[src/rtl/cycle_wait_pkg.sv]
// -----------------------------------------------------------------------------
// cycle_wait_pkg
// Shared types and default sizes for the cycle_wait_responder block:
//   - CW_CNT_W / CW_TAG_W / CW_DEPTH : default count width, tag width, queue depth
//   - state_e : sequencer states (IDLE / COUNT / RESP)
//   - req_t   : one queued request {count, tag} at the default widths
// No ports (package).
// -----------------------------------------------------------------------------
package cycle_wait_pkg;

  localparam int CW_CNT_W = 16;
  localparam int CW_TAG_W = 4;
  localparam int CW_DEPTH = 2;

  typedef enum logic [1:0] {
    IDLE  = 2'd0,
    COUNT = 2'd1,
    RESP  = 2'd2
  } state_e;

  typedef struct packed {
    logic [CW_CNT_W-1:0] count;
    logic [CW_TAG_W-1:0] tag;
  } req_t;

endpackage

[src/rtl/cycle_wait_fifo.sv]
// -----------------------------------------------------------------------------
// cycle_wait_fifo
// Synchronous DEPTH-entry FIFO holding packed request records.
// Ports:
//   clk, rst       : clock, asynchronous active-high reset (empties the FIFO)
//   push_i, data_i : write request and data (ignored while full)
//   pop_i          : remove the head entry (ignored while empty)
//   flush_i        : discard every entry; wins over push/pop in the same cycle
//   data_o         : current head entry (valid while !empty_o)
//   full_o, empty_o: occupancy flags
// DEPTH must be a power of two and at least 2.
// -----------------------------------------------------------------------------
module cycle_wait_fifo
  import cycle_wait_pkg::*;
#(
  parameter int W     = $bits(req_t),
  parameter int DEPTH = CW_DEPTH
) (
  input  logic         clk,
  input  logic         rst,
  input  logic         push_i,
  input  logic [W-1:0] data_i,
  input  logic         pop_i,
  input  logic         flush_i,
  output logic [W-1:0] data_o,
  output logic         full_o,
  output logic         empty_o
);

  localparam int AW = $clog2(DEPTH);
  // Pointers carry one extra wrap bit so full and empty are distinguishable.
  localparam logic [AW:0] PTR_ZERO = {(AW+1){1'b0}};
  localparam logic [AW:0] PTR_ONE  = {{AW{1'b0}}, 1'b1};

  logic [W-1:0] mem_q [DEPTH];
  logic [AW:0]  wr_ptr_q;
  logic [AW:0]  rd_ptr_q;
  logic         push_ok_s;
  logic         pop_ok_s;

  assign empty_o   = (wr_ptr_q == rd_ptr_q);
  assign full_o    = (wr_ptr_q[AW] != rd_ptr_q[AW]) &&
                     (wr_ptr_q[AW-1:0] == rd_ptr_q[AW-1:0]);
  assign push_ok_s = push_i && !full_o && !flush_i;
  assign pop_ok_s  = pop_i && !empty_o && !flush_i;
  assign data_o    = mem_q[rd_ptr_q[AW-1:0]];

  // Storage array; contents are only meaningful between the pointers.
  always_ff @(posedge clk) begin
    if (push_ok_s) begin
      mem_q[wr_ptr_q[AW-1:0]] <= data_i;
    end
  end

  // Read/write pointer management.
  always_ff @(posedge clk or posedge rst) begin
    if (rst) begin
      wr_ptr_q <= PTR_ZERO;
      rd_ptr_q <= PTR_ZERO;
    end else if (flush_i) begin
      wr_ptr_q <= PTR_ZERO;
      rd_ptr_q <= PTR_ZERO;
    end else begin
      if (push_ok_s) begin
        wr_ptr_q <= wr_ptr_q + PTR_ONE;
      end
      if (pop_ok_s) begin
        rd_ptr_q <= rd_ptr_q + PTR_ONE;
      end
    end
  end

endmodule

[src/rtl/cycle_wait_responder.sv]
// -----------------------------------------------------------------------------
// cycle_wait_responder
// Serves "wait N clock cycles" requests: requests {count, tag} are queued,
// counted out one at a time in arrival order, and each completion returns its
// tag on a valid/ready response channel.
// Ports:
//   clk, rst              : clock, asynchronous active-high reset
//   req_valid / req_ready : request handshake (req_ready = queue not full)
//   req_count, req_tag    : cycles to wait (0 legal) and opaque id
//   rsp_valid / rsp_ready : completion handshake
//   rsp_tag               : tag of the completed request (registered)
//   rsp_aborted, abort    : cancellation path, only when CYCLE_WAIT_ABORT_EN
//                           is defined
//   busy                  : queue non-empty or a request in flight
// Build option: define CYCLE_WAIT_ABORT_EN to add abort / rsp_aborted.
// -----------------------------------------------------------------------------
module cycle_wait_responder
  import cycle_wait_pkg::*;
#(
  parameter int CNT_W = CW_CNT_W,
  parameter int TAG_W = CW_TAG_W,
  parameter int DEPTH = CW_DEPTH
) (
  input  logic             clk,
  input  logic             rst,
  input  logic             req_valid,
  output logic             req_ready,
  input  logic [CNT_W-1:0] req_count,
  input  logic [TAG_W-1:0] req_tag,
  output logic             rsp_valid,
  input  logic             rsp_ready,
  output logic [TAG_W-1:0] rsp_tag,
`ifdef CYCLE_WAIT_ABORT_EN
  output logic             rsp_aborted,
  input  logic             abort,
`endif
  output logic             busy
);

  localparam int REQ_W = CNT_W + TAG_W;
  localparam logic [CNT_W-1:0] CNT_ZERO = {CNT_W{1'b0}};
  localparam logic [CNT_W-1:0] CNT_ONE  = {{(CNT_W-1){1'b0}}, 1'b1};
  localparam logic [TAG_W-1:0] TAG_ZERO = {TAG_W{1'b0}};

  state_e           state_q;
  logic [CNT_W-1:0] remaining_q;
  logic [TAG_W-1:0] tag_q;
  logic             rsp_valid_q;
  logic [TAG_W-1:0] rsp_tag_q;
`ifdef CYCLE_WAIT_ABORT_EN
  logic             rsp_aborted_q;
`endif

  logic             abort_s;
  logic             push_s;
  logic             pop_s;
  logic             fifo_full_s;
  logic             fifo_empty_s;
  logic [REQ_W-1:0] fifo_wdata_s;
  logic [REQ_W-1:0] fifo_rdata_s;
  logic [CNT_W-1:0] head_count_s;
  logic [TAG_W-1:0] head_tag_s;

`ifdef CYCLE_WAIT_ABORT_EN
  assign abort_s = abort;
`else
  assign abort_s = 1'b0;
`endif

  // An abort cycle refuses new requests so the flush cannot race a push.
  assign req_ready    = !fifo_full_s && !abort_s;
  assign push_s       = req_valid && req_ready;
  // Pops only from IDLE, which guarantees one idle cycle between requests.
  assign pop_s        = (state_q == IDLE) && !fifo_empty_s && !abort_s;
  assign fifo_wdata_s = {req_count, req_tag};
  assign head_count_s = fifo_rdata_s[REQ_W-1:TAG_W];
  assign head_tag_s   = fifo_rdata_s[TAG_W-1:0];

  cycle_wait_fifo #(
    .W     (REQ_W),
    .DEPTH (DEPTH)
  ) u_fifo (
    .clk     (clk),
    .rst     (rst),
    .push_i  (push_s),
    .data_i  (fifo_wdata_s),
    .pop_i   (pop_s),
    .flush_i (abort_s),
    .data_o  (fifo_rdata_s),
    .full_o  (fifo_full_s),
    .empty_o (fifo_empty_s)
  );

  // Sequencer: fetch one request, count it down, hold the response until taken.
  always_ff @(posedge clk or posedge rst) begin
    if (rst) begin
      state_q       <= IDLE;
      remaining_q   <= CNT_ZERO;
      tag_q         <= TAG_ZERO;
      rsp_valid_q   <= 1'b0;
      rsp_tag_q     <= TAG_ZERO;
`ifdef CYCLE_WAIT_ABORT_EN
      rsp_aborted_q <= 1'b0;
`endif
    end else begin
      case (state_q)
        IDLE: begin
          if (pop_s) begin
            remaining_q <= head_count_s;
            tag_q       <= head_tag_s;
            state_q     <= COUNT;
          end else begin
            state_q     <= IDLE;
          end
        end
        COUNT: begin
          if (abort_s) begin
            // Cancelled wait still completes, flagged as aborted.
            state_q       <= RESP;
            rsp_valid_q   <= 1'b1;
            rsp_tag_q     <= tag_q;
`ifdef CYCLE_WAIT_ABORT_EN
            rsp_aborted_q <= 1'b1;
`endif
          end else if (remaining_q == CNT_ZERO) begin
            state_q     <= RESP;
            rsp_valid_q <= 1'b1;
            rsp_tag_q   <= tag_q;
          end else begin
            remaining_q <= remaining_q - CNT_ONE;
          end
        end
        RESP: begin
          if (rsp_ready) begin
            state_q       <= IDLE;
            rsp_valid_q   <= 1'b0;
`ifdef CYCLE_WAIT_ABORT_EN
            rsp_aborted_q <= 1'b0;
`endif
          end else begin
            state_q <= RESP;
          end
        end
        default: begin
          state_q     <= IDLE;
          rsp_valid_q <= 1'b0;
        end
      endcase
    end
  end

  assign rsp_valid   = rsp_valid_q;
  assign rsp_tag     = rsp_tag_q;
`ifdef CYCLE_WAIT_ABORT_EN
  assign rsp_aborted = rsp_aborted_q;
`endif
  assign busy        = !fifo_empty_s || (state_q != IDLE);

endmodule

[config.mk]
export PLATFORM = sky130hd
export DESIGN_NAME = cycle_wait_responder
export DESIGN_NICKNAME = d
export VERILOG_FILES = /design/src/rtl/cycle_wait_pkg.sv /design/src/rtl/cycle_wait_fifo.sv /design/src/rtl/cycle_wait_responder.sv
export SDC_FILE = /design/constraint.sdc
export NUM_CORES = 1
export LEC_CHECK = 0
export ABC_AREA = 1
export BUFFER_PORTS_ARGS = -buffer_cell sky130_fd_sc_hd__buf_2
export CAP_MARGIN = 40
export CORE_MARGIN = 2
export CORE_UTILIZATION = 53
export DETAILED_ROUTE_END_ITERATION = 12
export HOLD_SLACK_MARGIN = 0.05
export PLACE_DENSITY = 0.75
export SETUP_SLACK_MARGIN = 0.1
export SLEW_MARGIN = 20
export SYNTH_ARGS = -nofsm -noshare
export SYNTH_HDL_FRONTEND = slang
export SYNTH_SLANG_ARGS = --single-unit
[constraint.sdc]
create_clock -name clk -period 1.9 [get_ports clk]
set_input_delay 0.38 -clock clk [delete_from_list [all_inputs] [get_ports clk]]
set_output_delay 0.38 -clock clk [all_outputs]
set_load 0.02 [all_outputs]
# ---- Word level (Yosys, flattened, before mapping)
# Memories as Yosys holds them, arrays and structs flattened.
# Cells that the tools add are included.
dict set report totals {
  reg_bits 31
  latch_bits 0
  ramBits 40
  romBits 0
  out_inout_bits 7
  wordCells 49
  memories 1
}
dict set report op_classes {
  n_addsub 3
  n_mul 0
  div 0
  order_cmp 0
  eq_ne 9
  n_shift 0
  muxes 12
  bitwise 1
  n_reduce_logical 16
}
# memory depth word_bits rd rd_ports_with_merged_regs write_ports line
set memory_table {}
lappend memory_table {u_fifo.mem_q 2 20 1 0 1 cycle_wait_fifo.sv:35} ;# logic [W-1:0] mem_q [DEPTH];
# op n
set op_table {}
lappend op_table {{16-bit 2-to-1 mux} 2}
lappend op_table {{16-bit case mux with 2 select lines} 1}
lappend op_table {{16-bit logical NOT} 1}
lappend op_table {{16-bit by 1-bit subtractor with 16-bit output, second input constant} 1}
lappend op_table {{2-bit inequality test, second input constant} 3}
lappend op_table {{2-bit case mux with 3 select lines} 1}
lappend op_table {{3-bit AND reduction} 2}
lappend op_table {{1-bit logical AND} 5}
lappend op_table {{1-bit 2-to-1 mux} 5}
lappend op_table {{2-bit by 1-bit adder with 2-bit output, second input constant} 2}
lappend op_table {{2-bit 2-to-1 mux} 2}
lappend op_table {{2-bit AND reduction} 2}
lappend op_table {{2-bit nonzero test} 2}
lappend op_table {{1-bit case mux with 3 select lines} 1}
lappend op_table {{2-bit by 1-bit equality test with 1-bit output, second input constant} 1}
lappend op_table {{2-bit equality test} 1}
lappend op_table {{2-bit equality test, second input constant} 1}
lappend op_table {{1-bit logical NOT} 2}
lappend op_table {{2-bit logical NOT} 1}
lappend op_table {{2-bit by 1-bit inequality test with 1-bit output, second input constant} 1}
lappend op_table {{1-bit equality test} 1}
lappend op_table {{1-bit logical OR} 1}
lappend op_table {{1-bit inequality test} 1}
lappend op_table {{1-bit NOT} 1}

# ---- Logic depth before layout (Yosys ltp)
dict set report logic_depth {
  word_depth 7
  mapped_depth 12
  depth_no_buf 11
}

# ---- Modules after synthesis
# Synthesis repeated with hierarchy kept, for this count alone.
dict set report unflattened {
  cells_unflattened 397
  hier_area_um2 3575.9
}
# module instances cells_each area_per_inst_um2
set modules_own_cells {}
lappend modules_own_cells {cycle_wait_responder 1 246 1803.0}
lappend modules_own_cells {cycle_wait_fifo 1 151 1773.0}

# ---- Least setup slack after synthesis
# Ideal clock, no wire load.
dict set report synth_timing {
  path_type {reg-to-reg}
  startpoint {register u_fifo.wr_ptr_q[1]}
  endpoint {memory u_fifo.mem_q[0][0] (netlist name), enable pin}
  setup_ns 0.397
  arrival_ns 1.910
  required_ns 1.503
  setup_slack_ns -0.407
  stages_incl_launch_ff 5
  n_path_buf 0
  synth_period_minus_slack_ns 2.307
  path_cell_list {dfrtp_1 > xnor2_1 > nand2b_1 > nand2_1 > nor2_1}
}
dict set report synth_via {
  elab_chain_len 7
}
# item line
set synth_rtl {}
lappend synth_rtl {{from (decl)} cycle_wait_fifo.sv:36} ;# logic [AW:0] wr_ptr_q;
lappend synth_rtl {{from (signal assigned)} cycle_wait_fifo.sv:65} ;# wr_ptr_q <= wr_ptr_q + PTR_ONE;
lappend synth_rtl {{1-bit inequality test (*)} cycle_wait_fifo.sv:42} ;# assign full_o = (wr_ptr_q[AW] != rd_ptr_q[AW]) &&
lappend synth_rtl {{1-bit logical AND (*)} cycle_wait_fifo.sv:42}
lappend synth_rtl {{1-bit logical NOT (*)} cycle_wait_responder.sv:71} ;# assign req_ready = !fifo_full_s && !abort_s;
lappend synth_rtl {{net req_ready} cycle_wait_responder.sv:27} ;# output logic req_ready,
lappend synth_rtl {{1-bit logical AND} cycle_wait_responder.sv:72} ;# assign push_s = req_valid && req_ready;
lappend synth_rtl {{1-bit logical AND (*)} cycle_wait_fifo.sv:44} ;# assign push_ok_s = push_i && !full_o && !flush_i;
lappend synth_rtl {{1-bit 2-to-1 mux (*)} cycle_wait_fifo.sv:50} ;# if (push_ok_s) begin
lappend synth_rtl {{1-bit 2-to-1 mux (not written as such) (*)} cycle_wait_fifo.sv:51} ;# mem_q[wr_ptr_q[AW-1:0]] <= data_i;
lappend synth_rtl {{to (decl)} cycle_wait_fifo.sv:35}
# Mark *: on every way through the listed nets, which the timed path passes. The rest lies on a longest branch.

# ---- Worst setup path after layout
dict set report layout_timing {
  startpoint {register u_fifo.wr_ptr_q[1]}
  endpoint {output req_ready}
}
dict set report layout_via {
  elab_chain_len 3
}
# item line
set layout_rtl {}
lappend layout_rtl {{1-bit inequality test} cycle_wait_fifo.sv:42}
lappend layout_rtl {{1-bit logical AND} cycle_wait_fifo.sv:42}
lappend layout_rtl {{1-bit logical NOT} cycle_wait_responder.sv:71}
lappend layout_rtl {{to (decl)} cycle_wait_responder.sv:27}
# No other way between the ends.

==> reports/metrics.cfg <==
[synthesis]
ys_types = 32
syn_area_per_cell_um2 = 9.60
ys_ff_latch = 71
yosysWarnings = 0
syn-cell-area_um2 = 3190
synth.largest_area_cell = edfxtp_1
seq_area_frac_synth_pct = 62.0
synth_nets = 357
netlist_instances = 332
synth_top_area_share_pct = 37.7
synth_area_leaders = edfxtp_1 38%, dfrtp_1 24%, nand2_1 12%, nor2_1 5.5%, o21ai_0 4.7%

[place]
place_hpwl_mm = 4.20
portBuffers = 30
gp_congestion = 0.816
place_inst = 435

[floorplanning]
start_util_pct = 54.5
core.rowCount = 28
die_w_um = 81.6
die_y_um = 81.6
core_um2 = 5850
io_pins = 31
design.die.area_um2 = 6650

[global_routing]
grt.met1_usage_pct = 28.1
grt_use_met3_pct = 4.29
grt_pass1_vias = 2173
grtUsageMet2_pct = 31.0
grt-ovfl-total = 0
antenna_found_initial = 0
busiest_layer = met2
grt_pass1_wl_mm = 9.98
track_usage_pct = 20.5
grt_max_degree = 32

[drt]
wl_per_cell_um = 13.2
drt_iter0_drc = 118
first_pass_iters = 5
wirelength_mm = 5.96
via_per_inst = 5.13
ant_nets = 0
vias = 2315
drc = 0

[worst_setup_path]
crit_chain = xnor2_2 -> nand2b_2 -> buf_2
start_kind = register
critPathTopFamily = flip-flops
required_ns = 1.52
arrival_ns = 1.37
worst_path_max_delay_cell = dfrtp_1
path_buf_inv = 1
max_stage_delay_ns = 0.42
end_kind = primary output
criticalPathCategory = register to primary output
cp_max_fo = 3

[power_and_ir_drop]
power_frac_seq_pct = 41.1
p_sw_mw = 2.39
p_clk_share_pct = 21.2
p_leak_nw = 1.65
p_per_area_nw_per_um2 = 1680
p_int_mw = 3.84
total_power_mw = 6.23
ir_drop_mv = 0.749
pwr-share-comb_pct = 37.6
swShare_pct = 38.4

[clock_network]
hold_buffers = 0
post_cts_buffers = 0
clock_path_buffers = 2
cts_buffers = 9
cts_tree = built
clk_latency_ns = 0.35
clkSinkCount = 71
clk_pin_slew_ns = 0.08
h-tree-depth = 3
cts_root_buf = clkbuf_8

[final_layout]
drive_above_1_share_pct = 18.9
nNetsFinal = 396
fill_cells = 491
synthToLayoutAreaGrowth_pct = 16.6
layoutNonFillerInstCount = 451
antenna_cells = 0

[sta]
rsz0062_at_grt = false
setup_viol = 0
slew_headroom_pct = 66.7
tightest_slew_ns = 0.496
fin_crit_ns = 1.75
hold_viol = 0
hold_ws_ns = 0.107
max_freq_mhz = 573
fin_tns_setup_ns = 0
fin_skew_ns = 0.00991
slew_violations = 0
timing.final.crit_share_pct = 91.9

[min_path]
hp-class = input pin to asynchronous set/reset pin

[status]
status = finished, final reports clean

[flow_run]
maxCapViolations = 0

## synth_stat cells (all sizes together)
master	instances
or2	1
clkinv	1
o21ai	30
o22ai	2
inv	25
nor3	1
nand3	8
ha	1
buf	7
a32oi	1
o211ai	4
xnor2	3
nand4	2
clkbuf	2
o31ai	1
edfxtp	40
nand2b	1
nand3b	2
dfrtp	31
a21oi	8
nor2	54
a22oi	1
xor2	4
nand2	102
## layout make-up
class | instances | area [um2] | share of cell area [%]
sequential | 71 | 1980 | 53.2
multi-input combinational | 226 | 1100 | 29.5
timing repair buffer | 37 | 228 | 6.13
clock buffer | 11 | 141 | 3.80
inverter | 26 | 97.6 | 2.63
tap | 75 | 93.8 | 2.53
clock inverter | 5 | 81.3 | 2.19
## placed cells by master, fill, tap and decap left out, types with 3 or more instances in the layout
cell type and n:
a21oi_1 8, buf_2 30, buf_4 5, clkbuf_8 10
dfrtp_1 31, edfxtp_1 40, inv_1 25, nand2_1 97
nand2_2 3, nand3_1 7, nor2_1 45, nor2_2 5
nor2_4 4, o211ai_1 4, o21ai_0 30, xor2_1 4
## per-stage QoR
| step | cell area (um2) | util (%) | setup WS, ns |
|---|---|---|---|
| floorplan | 3200 | - | 0.113 |
| global placement | 3470 | 59.3 | 0.187 |
| detailed placement | 3470 | 59.3 | 0.110 |
| CTS | 3700 | 63.3 | 0.129 |
| global route | 3720 | 63.5 | 0.102 |
| finish | 3720 | 63.5 | 0.154 |
## path summary, 6_finish.rpt
path	from	endpoint	slack, ns	depth (start not counted)
max reg2reg	u_fifo.rd_ptr_q[0]	remaining_q[6]	0.22	5
min	rst	rsp_valid	0.11	3
min in group clk	req_count[14]	u_fifo.mem_q[0][18]	0.22	1
max in group asynchronous	rst	remaining_q[13]	1.49	3
max	u_fifo.wr_ptr_q[1]	req_ready	0.15	3
min reg2reg	u_fifo.mem_q[1][0]	tag_q[0]	0.49	2
## cells by family (layout without fill, tap and decap cells)
group	after synthesis	after routing	share of synthesized area, %
xor gates and xnor gates	7	7	2.16
DFF	71	71	62.0
buffers and inverters	35	79	4.87
adders and majority gates	1	1	0.392
AOI/OAI and AO/OA	47	47	8.05
and+or+nand+nor	171	171	22.5
## registers in the layout (all words and copies together), names as in the netlist
| signal | count |
|---|---|
| u_fifo.wr_ptr_q | 2 |
| u_fifo.rd_ptr_q | 2 |
| state_q | 2 |
| remaining_q | 16 |
| tag_q | 4 |
| u_fifo.mem_q | 40 |
| rsp_tag | 4 |
| rsp_valid | 1 |
## power by group through the flow
stage / clock (mW) / combinational (mW) / sequential, mW
6_report: 1.32 / 2.35 / 2.56
5_1_grt: 1.41 / 2.68 / 2.62
4_1_cts: 1.36 / 2.34 / 2.56
3_5_place_dp: 0 / 2.32 / 2.57
3_3_place_gp: 0 / 2.23 / 2.56
2_1_floorplan: 0 / 1.77 / 2.49
## what timing repair did
action	in CTS	in global routing
pin swaps	0	1
setup endpoints to repair	3	11
gates resized for setup	2	3
## layer usage
layer / vias to the layer above / routed length (um)
met2: 58 / 2680
met4: 0 / 149
met5: - / 0
li1: 1173 / -
met1: 1070 / 2870
met3: 14 / 257
## worst min-delay path, stage by stage
cell and delay [ns]:
buf_2 0.09, inv_1 0.04, buf_4 0.36
(Power assumes the default switching activity.)
